### src/rtl/fp2bcd_pkg.sv
// fp2bcd_pkg: shared state type and constants for the float-to-BCD converter.
// FP2BCD_FRAC_EN enables the fractional-digit stage.
package fp2bcd_pkg;

  typedef enum logic [2:0] {
    IDLE   = 3'd0,
    ALIGN  = 3'd1,
    DABBLE = 3'd2,
    FRAC   = 3'd3,
    DONE   = 3'd4
  } state_e;

  localparam int INT_DIGITS  = 10;
  localparam int FRAC_DIGITS = 4;
  localparam int FRAC_W      = 37;
  localparam int EXP_BIAS    = 127;
  localparam int INT_W       = 32;

endpackage

### src/rtl/fp_to_bcd_seq_dabble_digit.sv
// dabble_digit: one BCD digit correction cell for shift-and-add-3.
// Adds 3 when the digit is 5 or more so the next shift carries correctly.
module dabble_digit (
  input  logic [3:0] d,
  output logic [3:0] q
);

  assign q = (d >= 4'd5) ? d + 4'd3 : d;

endmodule

### src/rtl/fp_to_bcd_seq.sv
// fp_to_bcd_seq: sequential IEEE-754 single to packed BCD converter.
// FP2BCD_FRAC_EN adds four truncated fractional digits.
module fp_to_bcd_seq
  import fp2bcd_pkg::*;
(
  input  logic        clk,
  input  logic        rst_n,
  input  logic        in_valid,
  output logic        in_ready,
  input  logic [31:0] fp_in,
  output logic        out_valid,
  input  logic        out_ready,
  output logic        sign,
  output logic [39:0] int_bcd,
  output logic [15:0] frac_bcd,
  output logic        is_nan,
  output logic        is_inf,
  output logic        ovf
);

  localparam int         FIX_W  = INT_W + FRAC_W;
  localparam logic [7:0] EXP_LO = 8'(EXP_BIAS - 14);
  localparam logic [7:0] EXP_HI = 8'(EXP_BIAS + INT_W);

  state_e      state;
  logic [4:0]  cnt;
  logic [31:0] op;
  logic [31:0] bin;
  logic [39:0] adj;
  logic [7:0]  exp_f;
  logic [22:0] man_f;
  logic [23:0] mant;
  logic [5:0]  sh;
  logic        special;
  logic        flush;
  logic        big;
  logic [31:0] ipart;

  assign exp_f   = op[30:23];
  assign man_f   = op[22:0];
  assign mant    = {1'b1, man_f};
  assign special = exp_f == 8'hFF;
  assign flush   = exp_f < EXP_LO;
  assign big     = exp_f >= EXP_HI;
  // shift places the value into a 32.37 fixed-point frame
  assign sh      = 6'(exp_f - EXP_LO);
  assign ipart   = INT_W'(({{(FIX_W-24){1'b0}}, mant} << sh) >> FRAC_W);

`ifdef FP2BCD_FRAC_EN
  logic [FRAC_W-1:0] frac;
  logic [FRAC_W-1:0] fpart;
  logic [FRAC_W+3:0] f10;

  assign fpart = FRAC_W'({{(FIX_W-24){1'b0}}, mant} << sh);
  assign f10   = ({4'b0, frac} << 3) + ({4'b0, frac} << 1);
`else
  assign frac_bcd = '0;
`endif

  for (genvar i = 0; i < INT_DIGITS; i++) begin : g_dig
    dabble_digit u_dig (
      .d (int_bcd[4*i +: 4]),
      .q (adj[4*i +: 4])
    );
  end

  assign in_ready  = state == IDLE;
  assign out_valid = state == DONE;

  always_ff @(posedge clk or negedge rst_n) begin
    if (!rst_n) begin
      state   <= IDLE;
      cnt     <= '0;
      op      <= '0;
      bin     <= '0;
      sign    <= 1'b0;
      int_bcd <= '0;
      is_nan  <= 1'b0;
      is_inf  <= 1'b0;
      ovf     <= 1'b0;
`ifdef FP2BCD_FRAC_EN
      frac     <= '0;
      frac_bcd <= '0;
`endif
    end else begin
      unique case (state)
        IDLE: begin
          if (in_valid) begin
            op    <= fp_in;
            state <= ALIGN;
          end
        end
        ALIGN: begin
          sign    <= op[31];
          int_bcd <= '0;
          is_nan  <= special && (man_f != '0);
          is_inf  <= special && (man_f == '0);
          ovf     <= big && !special;
          cnt     <= '0;
          bin     <= ipart;
`ifdef FP2BCD_FRAC_EN
          frac     <= fpart;
          frac_bcd <= '0;
`endif
          if (special || big || flush) state <= DONE;
          else state <= DABBLE;
        end
        DABBLE: begin
          int_bcd <= 40'({adj, bin[31]});
          bin     <= bin << 1;
          cnt     <= cnt + 5'd1;
          if (cnt == 5'd31) begin
`ifdef FP2BCD_FRAC_EN
            state <= FRAC;
`else
            state <= DONE;
`endif
          end
        end
`ifdef FP2BCD_FRAC_EN
        FRAC: begin
          frac_bcd <= {frac_bcd[11:0], f10[FRAC_W+3:FRAC_W]};
          frac     <= f10[FRAC_W-1:0];
          cnt      <= cnt + 5'd1;
          if (cnt == 5'(FRAC_DIGITS - 1)) state <= DONE;
        end
`endif
        DONE: begin
          if (out_ready) state <= IDLE;
        end
        default: state <= IDLE;
      endcase
    end
  end

endmodule

### config.mk
export PLATFORM = sky130hd
export DESIGN_NAME = fp_to_bcd_seq
export DESIGN_NICKNAME = d
export VERILOG_FILES = /design/src/rtl/fp2bcd_pkg.sv /design/src/rtl/fp_to_bcd_seq_dabble_digit.sv /design/src/rtl/fp_to_bcd_seq.sv
export SDC_FILE = /design/constraint.sdc
export NUM_CORES = 1
export LEC_CHECK = 0
export ABC_AREA = 1
export CAP_MARGIN = 20
export CORE_MARGIN = 2
export CORE_UTILIZATION = 40
export DETAILED_ROUTE_END_ITERATION = 10
export PLACE_DENSITY = 0.63
export SETUP_SLACK_MARGIN = 0.15
export SYNTH_ARGS = -nofsm -noshare
export SYNTH_HDL_FRONTEND = slang
export SYNTH_SLANG_ARGS = --single-unit
### constraint.sdc
create_clock -name clk -period 2.5 [get_ports clk]
set_input_delay 0.5 -clock clk [delete_from_list [all_inputs] [get_ports clk]]
set_output_delay 0.5 -clock clk [all_outputs]
set_load 0.01 [all_outputs]
### After elaboration in Yosys (flattened, before gate mapping)

Index checks and enable logic that the tools add are counted.
Widths: inputs -> output; s select.

| storage, ports and cells | value |
|---|---|
| word-level logic and storage cells | 72 |
| register bits after elaboration | 116 |

| cells by class | value |
|---|---|
| add/sub/neg operators | 12 |
| equality and inequality tests | 8 |
| muxes and demuxes | 18 |
| order comparisons | 12 |
| reductions and logical operators | 12 |
| shift operators | 1 |

Operator list:

| cell | number |
|---|---|
| $pmux 40 s2 | 1 |
| $shl 24x6->69 | 1 |
| $pmux 32 s2 | 1 |
| $ge 4x3->1 const B | 10 |
| $add 4x2->4 const B | 9 |
| $mux 4 | 9 |
| $logic_not 23->1 | 1 |
| $reduce_bool 23->1 | 1 |
| $mux 3 | 5 |
| $pmux 3 s4 | 1 |
| $pmux 5 s2 | 1 |
| $eq 8x8->1 const B | 1 |
| $ge 8x8->1 const B | 1 |
| $lt 8x7->1 const B | 1 |
| $sub 6x6->6 const B | 1 |
| $add 5x1->5 const B | 1 |
| $eq 5x5->1 const B | 1 |
| $ne 2x2->1 const B | 2 |
| $add 3x2->3 const B | 1 |
| $eq 3x1->1 const B | 1 |
| $eq 3x2->1 const B | 1 |
| $eq 3x3->1 const B | 1 |
| $logic_and 1x1->1 | 3 |
| $logic_not 3->1 | 1 |
| 6 further kinds | 7 |

### Depth between registers and ports, before layout

| depth | value |
|---|---|
| depth after elaboration | 5 |
| depth in mapped cells | 17 |
| depth with buffers taken out | 14 |

### Cells and area by module

From an unflattened synthesis, not the netlist that was laid out.

| second synthesis, totals | value |
|---|---|
| cells, all modules | 1,103 |
| area, all modules | 8,144.1 µm² |

Modules (own cells, without submodules):

| module | instances | area each (µm²) | cells each |
|---|---|---|---|
| fp_to_bcd_seq | 1 | 6,792.8 | 873 |
| dabble_digit | 10 | 135.1 | 23 |

### Worst setup path before layout

Ideal clock, no wire load.

| path | value |
|---|---|
| path kind | register -> register |
| start point | reg op[23] |
| end point | reg bin[22] |
| slack | 0.436 ns |
| clock period less this slack | 2.064 ns |
| path buffers | 4 |
| cell stages (with the launch flop) | 14 |
| arrival time | 1.946 ns |
| cell sequence | dfrtp_1 -> buf_6 -> inv_6 -> buf_4 -> ha_1 -> buf_4 -> inv_2 -> buf_2 -> nand3_1 -> nand3_1 -> nand3_1 -> o21ai_1 -> nand2_1 -> a21o_1 |

| on the way | value |
|---|---|
| cells in the longest elaborated chain, start to end | 3 |

Ends and longest elaborated chain:

| element | RTL line | RTL |
|---|---|---|
| start, declared | fp_to_bcd_seq.sv:27 | `logic [31:0] op;` |
| start signal, assigned | fp_to_bcd_seq.sv:89 | `op <= fp_in;` |
| $sub 6x6->6 | fp_to_bcd_seq.sv:46 | `assign sh = 6'(exp_f - EXP_LO);` |
| $shl 24x6->69 | fp_to_bcd_seq.sv:47 | `assign ipart = INT_W'(({{(FIX_W-24){1'b0}}, mant} << sh) >> FRAC_W);` |
| $pmux 32 s2 | fp_to_bcd_seq.sv:86 | `unique case (state)` |
| end signal, assigned | fp_to_bcd_seq.sv:100 | `bin <= ipart;` |
| end signal, assigned | fp_to_bcd_seq.sv:110 | `bin <= bin << 1;` |
| end, declared | fp_to_bcd_seq.sv:28 | `logic [31:0] bin;` |

No other way between the ends.
A chain may end at the register's enable or synchronous reset.

### Worst setup path in the final report

| path | value |
|---|---|
| start point | reg state[1] |
| end point | out in_ready |

| on the way | value |
|---|---|
| cells in the longest elaborated chain, start to end | 1 |

Ends and longest elaborated chain:

| element | RTL line | RTL |
|---|---|---|
| start, declared | fp_to_bcd_seq.sv:25 | `state_e state;` |
| start signal, assigned | fp_to_bcd_seq.sv:72 | `state <= IDLE;` |
| start signal, assigned | fp_to_bcd_seq.sv:90 | `state <= ALIGN;` |
| start signal, assigned | fp_to_bcd_seq.sv:105 | `if (special \|\| big \|\| flush) state <= DONE;` |
| $logic_not 3->1 | fp_to_bcd_seq.sv:67 | `assign in_ready = state == IDLE;` |
| end, declared | fp_to_bcd_seq.sv:9 | `output logic in_ready,` |

No other way between the ends.

==> reports/results.ini <==
[run_status]
status=complete, no violations

[grt]
grt_antenna_before_repair=0
grt.total_usage_pct=20.9
grt_first_pass_wirelength_mm=33.6
grt_remaining_overflow=0
grt_start_max_net_pins=59
number_of_global_route_vias_before_repair=6648

[worst_setup_path]
critical_path_class=reg -> out
timing.critical_path.fanout_max=3
timing.rr.end=bin[17]
rr_startpoint=op[23]
r2r_setup_slack_ns=0.35
rr_worst_depth=12
worst_setup_path_start_kind=register
worstSetupEndpointType=output pin
worstPathRequired_ns=2.00
crit_arrival_ns=1.72

[drt]
initialDrtViolationCount=617
routed_wl_mm=20.5
ant_nets=0
vias=7235
vias_per_cell=5.17
drt_first_pass_iters=5
drc=0
route.detailed.wl_per_inst_um=14.6

[synthesis]
synth_adder_area_share_pct=4.10
synth.distinct_cells=36
synth_top_family_by_area=simple AND/OR/NAND/NOR gates
synth.yosys.warnings=0
synth_simple_gate_area_share_pct=33.6
synthesis.area_mm2=0.00762
synth.area.mux_share_pct=0
postSynthCellCount=1084
yosys.area_share.xor_xnor_pct=1.03
synth.yosys.seq_area_share_pct=38.1
syn_avg_cell_area_um2=7.03
compound_gate_portion_of_the_synthesized_area_pct=12.3
synth_seq_cells=116

[floorplan]
die-area_mm2=0.0202
fp.dieH_um=142
ios=98
fp.coreArea_mm2=0.0187
floorplan.die.width_um=142
floorplan.initialDensity_pct=40.7
rows=50

[clocking]
clkTransAtPathRegs_ns=0.06
htree_levels=4
clock_sink_count=116
cts_setup_buffers=0
cts-buffers-inserted=17
max-clock-path-buffers=2
cts_root_buffer=sky130_fd_sc_hd__clkbuf_16
clock_latency_ns=0.42
tritoncts=built

[sta]
max_slew_margin_pct=57.9
grt_setup_unrepaired=false
finalCriticalPeriod_ns=2.22
hold_viol=0
setup_violations=0
setup_tns_ns=0
maxClockFrequency_mhz=451
clock-skew-final_ns=0.00997
report.final.slew_viol_count=0
timing.final.crit_share_pct=88.7
finalWorstSetupSlack_ns=0.283
timing_worst_slew_pin_value_ns=0.630

[placement]
place_hpwl_mm=15.1
place_congestion=0.946
dp_worst_setup_slack_ns=0.373
placement.io_buffers=81

[power_and_ir_drop]
leakage_nw=4.33
vdd_ir_drop_max_mv=0.636
pwr_density_cell_mw_per_mm2=1380

[finish]
nNetsFinal=1214
layout-drive-gt1-share_pct=7.12
layout.cells.most_common=sky130_fd_sc_hd__nand2_1
most-common-layout-cells=sky130_fd_sc_hd__nand2_1, sky130_fd_sc_hd__nand3_1, sky130_fd_sc_hd__dfrtp_1, sky130_fd_sc_hd__inv_1, sky130_fd_sc_hd__o21ai_0
n_antenna_cell=0
postLayoutCoreUtil_pct=48.8
areaGrowthSynthToFinish_pct=19.8

[min_path]
hp-class=in -> async

[flow_run]
timing.max_cap.violations=0

-- critical path: stages, from the launching register on --
cell and delay (ns):
sky130_fd_sc_hd__dfrtp_1 0.39, sky130_fd_sc_hd__nor2_1 0.15, sky130_fd_sc_hd__nand2_1 0.14, sky130_fd_sc_hd__inv_1 0.09, sky130_fd_sc_hd__clkdlybuf4s50_1 0.53
-- per-layer routing --
layer	GRT usage [%]	wire length, µm	up-vias
met4	6.21	358	0
met1	30.2	9880	3303
met2	31.7	9170	239
met3	4.17	1080	26
li1	-	-	3667
met5	0	0	-
-- sequential cells by signal, indices dropped and copies added, names as in the netlist --
name and cells:
bin 32, cnt 5, int_bcd 40, is_inf 1, is_nan 1, op 32, ovf 1, sign 1
state 3
-- kinds of logic (layout without fill, tap and decap cells) --
group | Yosys count | count (layout)
AND/OR/NAND/NOR | 596 | 596
buffers and inverters | 172 | 238
AO/OA/AOI/OAI | 165 | 165
flip-flops | 116 | 116
adder cells (fa/ha/maj) | 25 | 25
XOR/XNOR | 9 | 9
other | 1 | 16
-- what timing repair did --
item / CTS / global route
resized for setup: 0 / 1
endpoints found under the setup margin: 0 / 1
hold buffers: 0 / 0
-- stage by stage --
stage                     instances  cell area (µm²)  hold WS [ns]  power, W
after floorplan                1099             7680         0.204   0.00833
after global routing           1399             9130        0.0560    0.0137
final                          1399             9130        0.0298    0.0126
after CTS                      1399             9130        0.0436    0.0125
after detailed placement       1368             8560         0.460    0.0101
after global placement         1368             8560         0.451    0.0102
-- cells in the mapped netlist --
master,n,share of area [%]
sky130_fd_sc_hd__buf_4,24,2.4
sky130_fd_sc_hd__o211ai_1,3,0.30
sky130_fd_sc_hd__nand3_2,1,0.13
sky130_fd_sc_hd__dfrtp_1,116,38
sky130_fd_sc_hd__clkinv_1,1,0.049
sky130_fd_sc_hd__clkbuf_1,12,0.59
sky130_fd_sc_hd__a22o_1,2,0.23
sky130_fd_sc_hd__ha_1,25,4.1
sky130_fd_sc_hd__buf_2,25,1.6
sky130_fd_sc_hd__a32o_1,1,0.13
sky130_fd_sc_hd__inv_2,2,0.099
sky130_fd_sc_hd__nand2_2,4,0.33
sky130_fd_sc_hd__buf_6,6,0.89
sky130_fd_sc_hd__o31ai_1,2,0.20
sky130_fd_sc_hd__nor4_1,5,0.41
sky130_fd_sc_hd__nor2_4,2,0.30
sky130_fd_sc_hd__nor2_1,45,2.2
sky130_fd_sc_hd__o21bai_1,9,0.89
sky130_fd_sc_hd__or2_2,13,1.1
sky130_fd_sc_hd__o22ai_1,21,1.7
sky130_fd_sc_hd__inv_4,2,0.16
sky130_fd_sc_hd__o21ai_1,14,0.92
sky130_fd_sc_hd__a31oi_1,2,0.16
sky130_fd_sc_hd__nor3_1,3,0.20
sky130_fd_sc_hd__o32ai_1,9,1.0
sky130_fd_sc_hd__inv_6,1,0.11
sky130_fd_sc_hd__nand2_4,2,0.30
sky130_fd_sc_hd__a21oi_1,19,1.2
sky130_fd_sc_hd__o21ai_0,82,5.4
sky130_fd_sc_hd__nand3_1,180,12
sky130_fd_sc_hd__nand2_1,339,17
sky130_fd_sc_hd__xor2_1,9,1.0
sky130_fd_sc_hd__nor2_2,2,0.16
sky130_fd_sc_hd__inv_1,99,4.9
sky130_fd_sc_hd__a21o_1,1,0.099
sky130_fd_sc_hd__conb_1,1,0.049
-- worst max path at each step --
| stage | startpoint | endpoint | cells after the start | slack [ns] |
|---|---|---|---|---|
| final | state[1] | in_ready | 4 | 0.28 |
| after global routing | op[24] | bin[13] | 14 | 0.17 |
| after global placement | op[23] | bin[17] | 12 | 0.37 |
| after floorplan | op[23] | bin[22] | 13 | 0.44 |
| after CTS | state[1] | out_valid | 2 | 0.28 |
| after detailed placement | op[23] | bin[17] | 12 | 0.37 |
-- final cells by class --
| cell class | instances | area [µm²] |
|---|---|---|
| clock buffer | 20 | 467 |
| clock inverter | 11 | 104 |
| fill | 1895 | 9570 |
| inverter | 105 | 407 |
| multi-input combinational | 811 | 3960 |
| sequential | 116 | 2900 |
| tap | 234 | 293 |
| timing repair buffer | 102 | 1000 |
-- power breakdown --
group / switching, W / internal, W / leakage, nW
logic: 0.00517 / 0.00229 / 2.52
clock network: 0.000895 / 0.00144 / 0.267
registers: 0.000393 / 0.00238 / 1.54
No activity file was read; power rests on OpenSTA's default activity.
